### config.mk
export PLATFORM = sky130hd
export DESIGN_NAME = alu_issue_stage
export DESIGN_NICKNAME = d
export VERILOG_FILES = /design/src/rtl/alu_issue_stage.sv
export SDC_FILE = /design/constraint.sdc
export NUM_CORES = 2
export LEC_CHECK = 0
export BUFFER_PORTS_ARGS = -buffer_cell sky130_fd_sc_hd__buf_2
export CORE_MARGIN = 2
export CORE_UTILIZATION = 45
export DETAILED_ROUTE_END_ITERATION = 8
export PLACE_DENSITY_LB_ADDON = 0.15
export SETUP_SLACK_MARGIN = 0.15
export SLEW_MARGIN = 20
export SYNTH_ARGS = -nofsm -noshare
export SYNTH_HDL_FRONTEND = slang
export SYNTH_SLANG_ARGS = --single-unit
### constraint.sdc
create_clock -name clk -period 104.4 [get_ports clk]
set_input_delay 20.88 -clock clk [delete_from_list [all_inputs] [get_ports clk]]
set_output_delay 20.88 -clock clk [all_outputs]
set_load 0.03 [all_outputs]
### src/rtl/alu_issue_stage.sv
// alu_issue_stage
//
// Decode/issue stage in front of the integer ALU. Accepts one RV32I OP or
// OP-IMM instruction at a time, reads operands from the 32x32 register file,
// drives the ALU, writes the result back and reports retirement.
//
// Ports:
//   clk, rst        clock and asynchronous active-high reset
//   instr_valid     upstream has an instruction on instr
//   instr_ready     high only while idle
//   instr           RV32I instruction word
//   alu_a, alu_b    registered ALU operands
//   alu_op          registered ALU operation (instruction funct3)
//   alu_result      combinational ALU output for the current operands
//   retire_valid    one-cycle pulse when an instruction finishes
//   retire_illegal  qualifies retire_valid: instruction rejected, no writeback
//   retire_rd       destination index of the retired instruction
//   retire_data     value computed for rd (0 when illegal)
//   dbg_addr        debug read index
//   dbg_data        combinational read of dbg_addr (x0 reads 0)
module alu_issue_stage #(
    parameter bit CLEAR_ON_RESET = 1'b1
) (
    input  logic        clk,
    input  logic        rst,
    input  logic        instr_valid,
    output logic        instr_ready,
    input  logic [31:0] instr,
    output logic [31:0] alu_a,
    output logic [31:0] alu_b,
    output logic [2:0]  alu_op,
    input  logic [31:0] alu_result,
    output logic        retire_valid,
    output logic        retire_illegal,
    output logic [4:0]  retire_rd,
    output logic [31:0] retire_data,
    input  logic [4:0]  dbg_addr,
    output logic [31:0] dbg_data
);

    localparam logic [6:0] OpcOpImm = 7'b0010011;
    localparam logic [6:0] OpcOp    = 7'b0110011;

    typedef enum logic [1:0] {StIdle, StDecode, StExec, StRetire} state_e;

    state_e      state_q;
    logic [31:0] instr_q;
    logic [31:0] alu_a_q;
    logic [31:0] alu_b_q;
    logic [2:0]  alu_op_q;
    logic        retire_valid_q;
    logic        retire_illegal_q;
    logic [4:0]  retire_rd_q;
    logic [31:0] retire_data_q;

    logic [31:0] regs [32];

    // Decode of the latched instruction
    logic [6:0]  opcode;
    logic [2:0]  funct3;
    logic [6:0]  funct7;
    logic [4:0]  rs1;
    logic [4:0]  rs2;
    logic [4:0]  rd;
    logic [31:0] rs1_val;
    logic [31:0] rs2_val;
    logic [31:0] imm;
    logic [31:0] operand_b;
    logic        legal;
    logic        rf_we;

    always_comb begin
        opcode    = instr_q[6:0];
        funct3    = instr_q[14:12];
        funct7    = instr_q[31:25];
        rs1       = instr_q[19:15];
        rs2       = instr_q[24:20];
        rd        = instr_q[11:7];
        rs1_val   = (rs1 == 5'd0) ? 32'd0 : regs[rs1];
        rs2_val   = (rs2 == 5'd0) ? 32'd0 : regs[rs2];
        imm       = {{20{instr_q[31]}}, instr_q[31:20]};
        operand_b = rs2_val;
        legal     = 1'b0;
        if (opcode == OpcOpImm) begin
            operand_b = imm;
            // Shift-immediates carry funct7 in imm[11:5]; only the zero form is accepted
            if (funct3 == 3'b001 || funct3 == 3'b101) begin
                legal = (funct7 == 7'b0000000);
            end else begin
                legal = 1'b1;
            end
        end else if (opcode == OpcOp) begin
            legal = (funct7 == 7'b0000000);
        end
    end

    // Gated with rst so an instruction caught in EXEC by reset never writes back
    assign rf_we = (state_q == StExec) && (rd != 5'd0) && !rst;

    if (CLEAR_ON_RESET) begin : g_rf_clear
        always_ff @(posedge clk or posedge rst) begin
            if (rst) begin
                for (int i = 0; i < 32; i++) begin
                    regs[i] <= '0;
                end
            end else if (rf_we) begin
                regs[rd] <= alu_result;
            end
        end
    end else begin : g_rf_keep
        always_ff @(posedge clk) begin
            if (rf_we) begin
                regs[rd] <= alu_result;
            end
        end
    end

    assign dbg_data = (dbg_addr == 5'd0) ? 32'd0 : regs[dbg_addr];

    always_ff @(posedge clk or posedge rst) begin
        if (rst) begin
            state_q          <= StIdle;
            instr_q          <= '0;
            alu_a_q          <= '0;
            alu_b_q          <= '0;
            alu_op_q         <= '0;
            retire_valid_q   <= 1'b0;
            retire_illegal_q <= 1'b0;
            retire_rd_q      <= '0;
            retire_data_q    <= '0;
        end else begin
            case (state_q)
                StIdle: begin
                    if (instr_valid) begin
                        instr_q <= instr;
                        state_q <= StDecode;
                    end
                end
                StDecode: begin
                    if (legal) begin
                        alu_a_q  <= rs1_val;
                        alu_b_q  <= operand_b;
                        alu_op_q <= funct3;
                        state_q  <= StExec;
                    end else begin
                        retire_valid_q   <= 1'b1;
                        retire_illegal_q <= 1'b1;
                        retire_rd_q      <= rd;
                        retire_data_q    <= '0;
                        state_q          <= StRetire;
                    end
                end
                StExec: begin
                    retire_valid_q   <= 1'b1;
                    retire_illegal_q <= 1'b0;
                    retire_rd_q      <= rd;
                    retire_data_q    <= alu_result;
                    state_q          <= StRetire;
                end
                StRetire: begin
                    retire_valid_q   <= 1'b0;
                    retire_illegal_q <= 1'b0;
                    state_q          <= StIdle;
                end
                default: begin
                    state_q <= StIdle;
                end
            endcase
        end
    end

    assign instr_ready    = (state_q == StIdle);
    assign alu_a          = alu_a_q;
    assign alu_b          = alu_b_q;
    assign alu_op         = alu_op_q;
    assign retire_valid   = retire_valid_q;
    assign retire_illegal = retire_illegal_q;
    assign retire_rd      = retire_rd_q;
    assign retire_data    = retire_data_q;

endmodule

# Word level (Yosys, flattened, before mapping)
# Cells that the tools add are included.
word_totals:
  inputBits: 72
  ff_bits: 1164
  output_inout_bits: 139
  wordCells: 108
op_classes:
  bitwise_logic: 4
  reduce_logical: 20
  mux: 29
  magnitude_cmp: 5
  n_eq_ne: 9
op_table:
  columns: ["operator", "n"]
  rows:
  - ["bitwise mux 1024 bit", 1]
  - ["binary-select mux 32 bit (select 5 bit)", 3]
  - ["two-way mux 32 bit", 12]
  - ["demux 32 bit (select 5 bit)", 1]
  - ["case mux 32 bit (2 select lines)", 1]
  - ["greater-or-equal comparator 6 bit, second input constant", 4]
  - ["NOT 5 -> 6 bit", 4]
  - ["zero test 5 bit", 3]
  - ["case mux 5 bit (2 select lines)", 1]
  - ["AND reduction 2 bit", 5]
  - ["case mux 2 bit (4 select lines)", 1]
  - ["equality test 7 x 5 -> 1 bit, second input constant", 1]
  - ["equality test 7 x 6 -> 1 bit, second input constant", 1]
  - ["zero test 7 bit", 1]
  - ["less-than comparator 6 x 1 -> 1 bit, second input constant", 1]
  - ["two-way mux 1 bit", 5]
  - ["two-way mux 5 bit", 1]
  - ["nonzero test 5 bit", 1]
  - ["equality test 2 bit, second input constant", 2]
  - ["!= test 2 bit, second input constant", 2]
  - ["nonzero test 2 bit", 2]
  - ["equality test 3 x 1 -> 1 bit, second input constant", 1]
  - ["equality test 3 bit, second input constant", 1]
  - ["logical AND 1 bit", 3]
  - ["9 further kinds", 9]

# Longest topological paths before layout
depth:
  depth_word: 6
  ltp_mapped: 9
  depth_no_buf: 7

# Worst setup path after synthesis
# Ideal clock, no wire load.
synth_path:
  path_kind: "input -> output"
  startpoint: "in dbg_addr[1]"
  endpoint: "out dbg_data[0]"
  stages: 7
  required_time_ns: 83.520
  t_arrival_ns: 22.842
  path_slack_ns: 60.678
  path_cell_list: "buf_2 clkbuf_1 clkbuf_1 mux4_2 mux4_2 nand2_1 o21ai_0"
synth_between:
  elab_chain_len: 5
  word_cells_on_any_way: 6
  cone_classes: "mux (4); bitwise (1); reduce/logical (1)"
synth_rtl:
  columns: ["element", "line", "rtl"]
  rows:
  - ["start: declaration", "37", "input logic [4:0] dbg_addr,"]
  - ["NOT 5 -> 6 bit (not written as such)", "118", "assign dbg_data = (dbg_addr == 5'd0) ? 32'd0 : regs[dbg_addr];"]
  - ["binary-select mux 32 bit (select 5 bit)", "118", null]
  - ["two-way mux 32 bit (not written as such) (2 in series)", "118", null]
  - ["two-way mux 32 bit *", "118", null]
  - ["end: declaration", "38", "output logic [31:0] dbg_data"]
# Every way passes the cells marked *; elsewhere a longest branch is shown, timed or not. The select of a mux whose other input is x is not followed.

# Worst setup path in the final report
layout_path:
  startpoint: "in dbg_addr[0]"
  endpoint: "out dbg_data[30]"
# Same word-level chain as after synthesis.

==> results.md <==
* # resized after CTS at 0
* Core box area at 150000 µm²
* Synth cell types at 55
* Proportion of synthesized area in mux cells at 45.5%
* Synth Area in Adders at 0.0736%
* Highest clock rate at 21.6 MHz
* Global-route met1 utilization at 46.2%
* Worst endpoint required time at 83.52 ns
* Critical Path Sink Type: output pin
* CTS buffer count at 136
* Slew HR at 17.3%
* Delay-heaviest family, CP: buffers and inverters
* Vias in the first global route at 46400
* CP max-delay cell: buf_4
* DRC Markers at 0
* TritonRoute pass-1 iters at 5
* DP Worst Slack at 58.01 ns
* # rows at 142
* Clock Skew at 0.0347 ns
* Syn Nets at 4755
* Largest net degree at the start of global routing at 171
* Post-Syn Instances at 4679
* Initial drt markers at 5182
* Routed via count at 46700
* Total negative slack at 0 ns
* Longest Clk Path Bufs at 3
* Hold Crit Start: regs[996]
* TritonCTS clock tree: done
* GRT Util Overall at 31.8%
* Htree depth at 4
* Layout cells sized above 1 at 49.8%
* Postcts setup bufs at 0
* Max incr delay on CP at 0.89 ns
* Critical Setup Path Class: input port to output pin
* Seq cells post-synth at 1164
* Vias/cell at 6.97
* Xor/xnor share of the synthesized area at 0%
* Buffers on Ports at 210
* Min-Delay Path Class: flop to flop
* Clk slew on worst S/H paths at 0.06 ns
* Starting Density at 45.4%
* Measured slew at the worst slew-check pin at 1.24 ns
* Hold-fix buffers, CTS at 0
* Fin crit share at 44.3%
* GP Congestion at 0.814
* WP data arrival at 25.35 ns
* Area growth from synthesis to final layout at 10.2%
* Area of the die at 154000 µm²
* Ys async rst share at 100%
* WL final at 244000 µm
* Ports at 211
* Largest family of logic cells by synthesized area: multiplexers
* WP buf/inv at 5
* Fin crit period at 46.23 ns
* Status: finished clean
* Worst Setup SP: dbg_addr[0]
* Yosys Warn Count at 0
* Worst setup SP type: input port
* PD cells at 27.4 nW/µm²
* Worst-path cell chain: buf_8 -> buf_16 -> buf_4 -> buf_4 -> mux4_2 -> mux4_2 -> nand2_1 -> o21ai_0 -> buf_2
* Clock Latency Late Sink at 0.80 ns
* Main flop type after synthesis: dfrtp_1
* Number of synthesized flops with an enable pin at 0
* Final Max Slew Viols at 0
* Crit Path Max Fanout at 48
* Fin util at 50.0%
* Worst R2R Start: state_q[0]
* Syn_area_per_cell at 14.5 µm²
* Initial antenna violation count at 12
* Final hold vios at 0
* Clk root buf: clkbuf_16
* Syn Std Cell Area at 68000 µm²
* DR WL/cell at 36.4 µm
* Met3 Track Usage GR at 7.81%
* Hold_ws at 0.406 ns
* Die Y at 393 µm
* DP Cell Count at 6465
* Unrepaired setup endpoints after global routing: no
* Gr busiest metal: met2
* Post-Synth Simple-Gate Area at 2.91%
* Global-route wire length before repair at 350000 µm
* Routed Antenna Nets at 0
* Pleak at 0.0335 µW
* Hpwl dp at 135000 µm
* Synth Area in Compound Gates at 4.94%
* Met2 Track Usage GR at 46.3%
* Final setup fails at 0
* Seq/Total Area, Yosys at 42.8%
* Remaining Overflow, GRT at 0
* Final setup margin at 58.17 ns
* Max VDD drop at 0.0000240 V
* Max Cap Violations at 0
* Fin nets at 4663
* Die Width at 393 µm
* Final Non-Filler Cells at 6711
* Clock Sinks at 1164
-- layer usage --
metal | wire [µm] | vias up | share of wire, %
met5 | 0 | - | 0
met4 | 8900 | 0 | 3.6
met3 | 23500 | 479 | 9.6
met2 | 108000 | 2453 | 44
met1 | 104000 | 25500 | 42
li1 | - | 18300 | -
-- layout make-up --
| cell class | count | area (µm²) |
|---|---|---|
| diodes | 1 | 2.50 |
| repair buffers | 313 | 1940 |
| flip-flops and latches | 1164 | 29200 |
| well taps | 2016 | 2520 |
| fillers | 12900 | 75000 |
| multi-input cells | 2930 | 36700 |
| inverters | 42 | 168 |
| clock inverters | 46 | 465 |
| clock buffers | 199 | 4060 |
-- cell usage after synthesis, types with 3 or more instances --
| master | instances | area share [%] |
|---|---|---|
| buf_2 | 190 | 1.4 |
| buf_4 | 29 | 0.32 |
| nor3_1 | 78 | 0.57 |
| buf_6 | 4 | 0.066 |
| o31ai_1 | 4 | 0.044 |
| nand2_1 | 159 | 0.88 |
| mux2_2 | 1032 | 17 |
| a22oi_1 | 66 | 0.73 |
| o2111ai_1 | 10 | 0.13 |
| and3_1 | 5 | 0.046 |
| o2bb2ai_1 | 34 | 0.44 |
| inv_1 | 39 | 0.22 |
| ha_1 | 4 | 0.074 |
| buf_1 | 48 | 0.26 |
| nand3b_1 | 3 | 0.033 |
| mux2i_1 | 322 | 4.7 |
| nand3_1 | 23 | 0.17 |
| mux4_2 | 715 | 24 |
| dfrtp_1 | 1164 | 43 |
| a211oi_1 | 3 | 0.033 |
| a21oi_1 | 24 | 0.18 |
| a211o_1 | 32 | 0.41 |
| o22a_1 | 9 | 0.12 |
| a221oi_1 | 128 | 1.6 |
| nor2_1 | 72 | 0.40 |
| nor3b_1 | 3 | 0.033 |
| nor4_1 | 53 | 0.49 |
| nand2b_1 | 4 | 0.037 |
| clkbuf_1 | 272 | 1.5 |
| a311oi_1 | 3 | 0.039 |
| o32ai_1 | 9 | 0.12 |
| o21ai_0 | 71 | 0.52 |
| nor2b_1 | 6 | 0.055 |
| a22o_1 | 32 | 0.41 |
-- through the flow --
| stage | area (µm²) | power (µW) |
|---|---|---|
| floorplan | 68000 | 1280 |
| global placement | 70400 | 1540 |
| detailed placement | 70400 | 1550 |
| CTS | 75000 | 2040 |
| global route | 75000 | 2130 |
| finish | 75000 | 2050 |
-- where the power goes --
part / switching (µW) / total, µW / leakage (µW) / internal, µW
logic: 447 / 838 / 0.0155 / 391
clock network: 205 / 492 / 0.00224 / 287
registers: 149 / 722 / 0.0158 / 573
total: 801 / 2050 / 0.0335 / 1250
-- final timing paths --
kind	end	slack, ns	cells past startpoint
worst max-delay path	dbg_data[30]	58.17	9
worst min-delay path	regs[996]	0.41	0
worst max register to register	regs[248]	99.82	8
worst min register to register	regs[996]	0.41	0
max in group asynchronous	regs[449]	81.09	5
min in group asynchronous	instr_q[15]	20.35	2
-- registers in the layout, summed over array words and instances, names as in the netlist --
name and cells:
alu_b 32, regs 1024, alu_a 32, retire_rd 5
retire_illegal 1, retire_valid 1, alu_op 3, retire_data 32
instr_q 32, state_q 2
-- cells by family after synthesis --
| family | after synthesis |
|---|---|
| AOI/OAI and AO/OA | 435 |
| adders and majority gates | 4 |
| buffers and inverters | 585 |
| DFF | 1164 |
| muxes | 2069 |
| and+or+nand+nor | 422 |
-- worst register-to-register path: stages (launching register included) --
cell and delay [ns]:
dfrtp_1 0.42, inv_1 0.10, ha_1 0.56, and2b_1 0.27, and2b_1 0.17, nor3b_2 0.73
nand4b_1 1.04, buf_4 0.74, mux2_2 0.40
-- layout by cell type, fill, tap and decap left out, drive strengths merged, types with 10 or more instances in the layout --
cell	Yosys	final
o21ai	72	72
mux2	1032	1032
clkinv	1	29
a22o	32	32
mux2i	322	322
dfrtp	1164	1164
a21oi	24	24
a211o	32	32
o2bb2ai	34	34
buf	271	313
a221oi	128	128
nor2	72	72
inv	41	49
mux4	715	715
nor4	53	53
nand2	159	159
clkbuf	272	199
a22oi	66	66
nor3	79	79
o2111ai	10	10
nand3	23	23
Note: power is estimated with default switching activity, not from simulation.
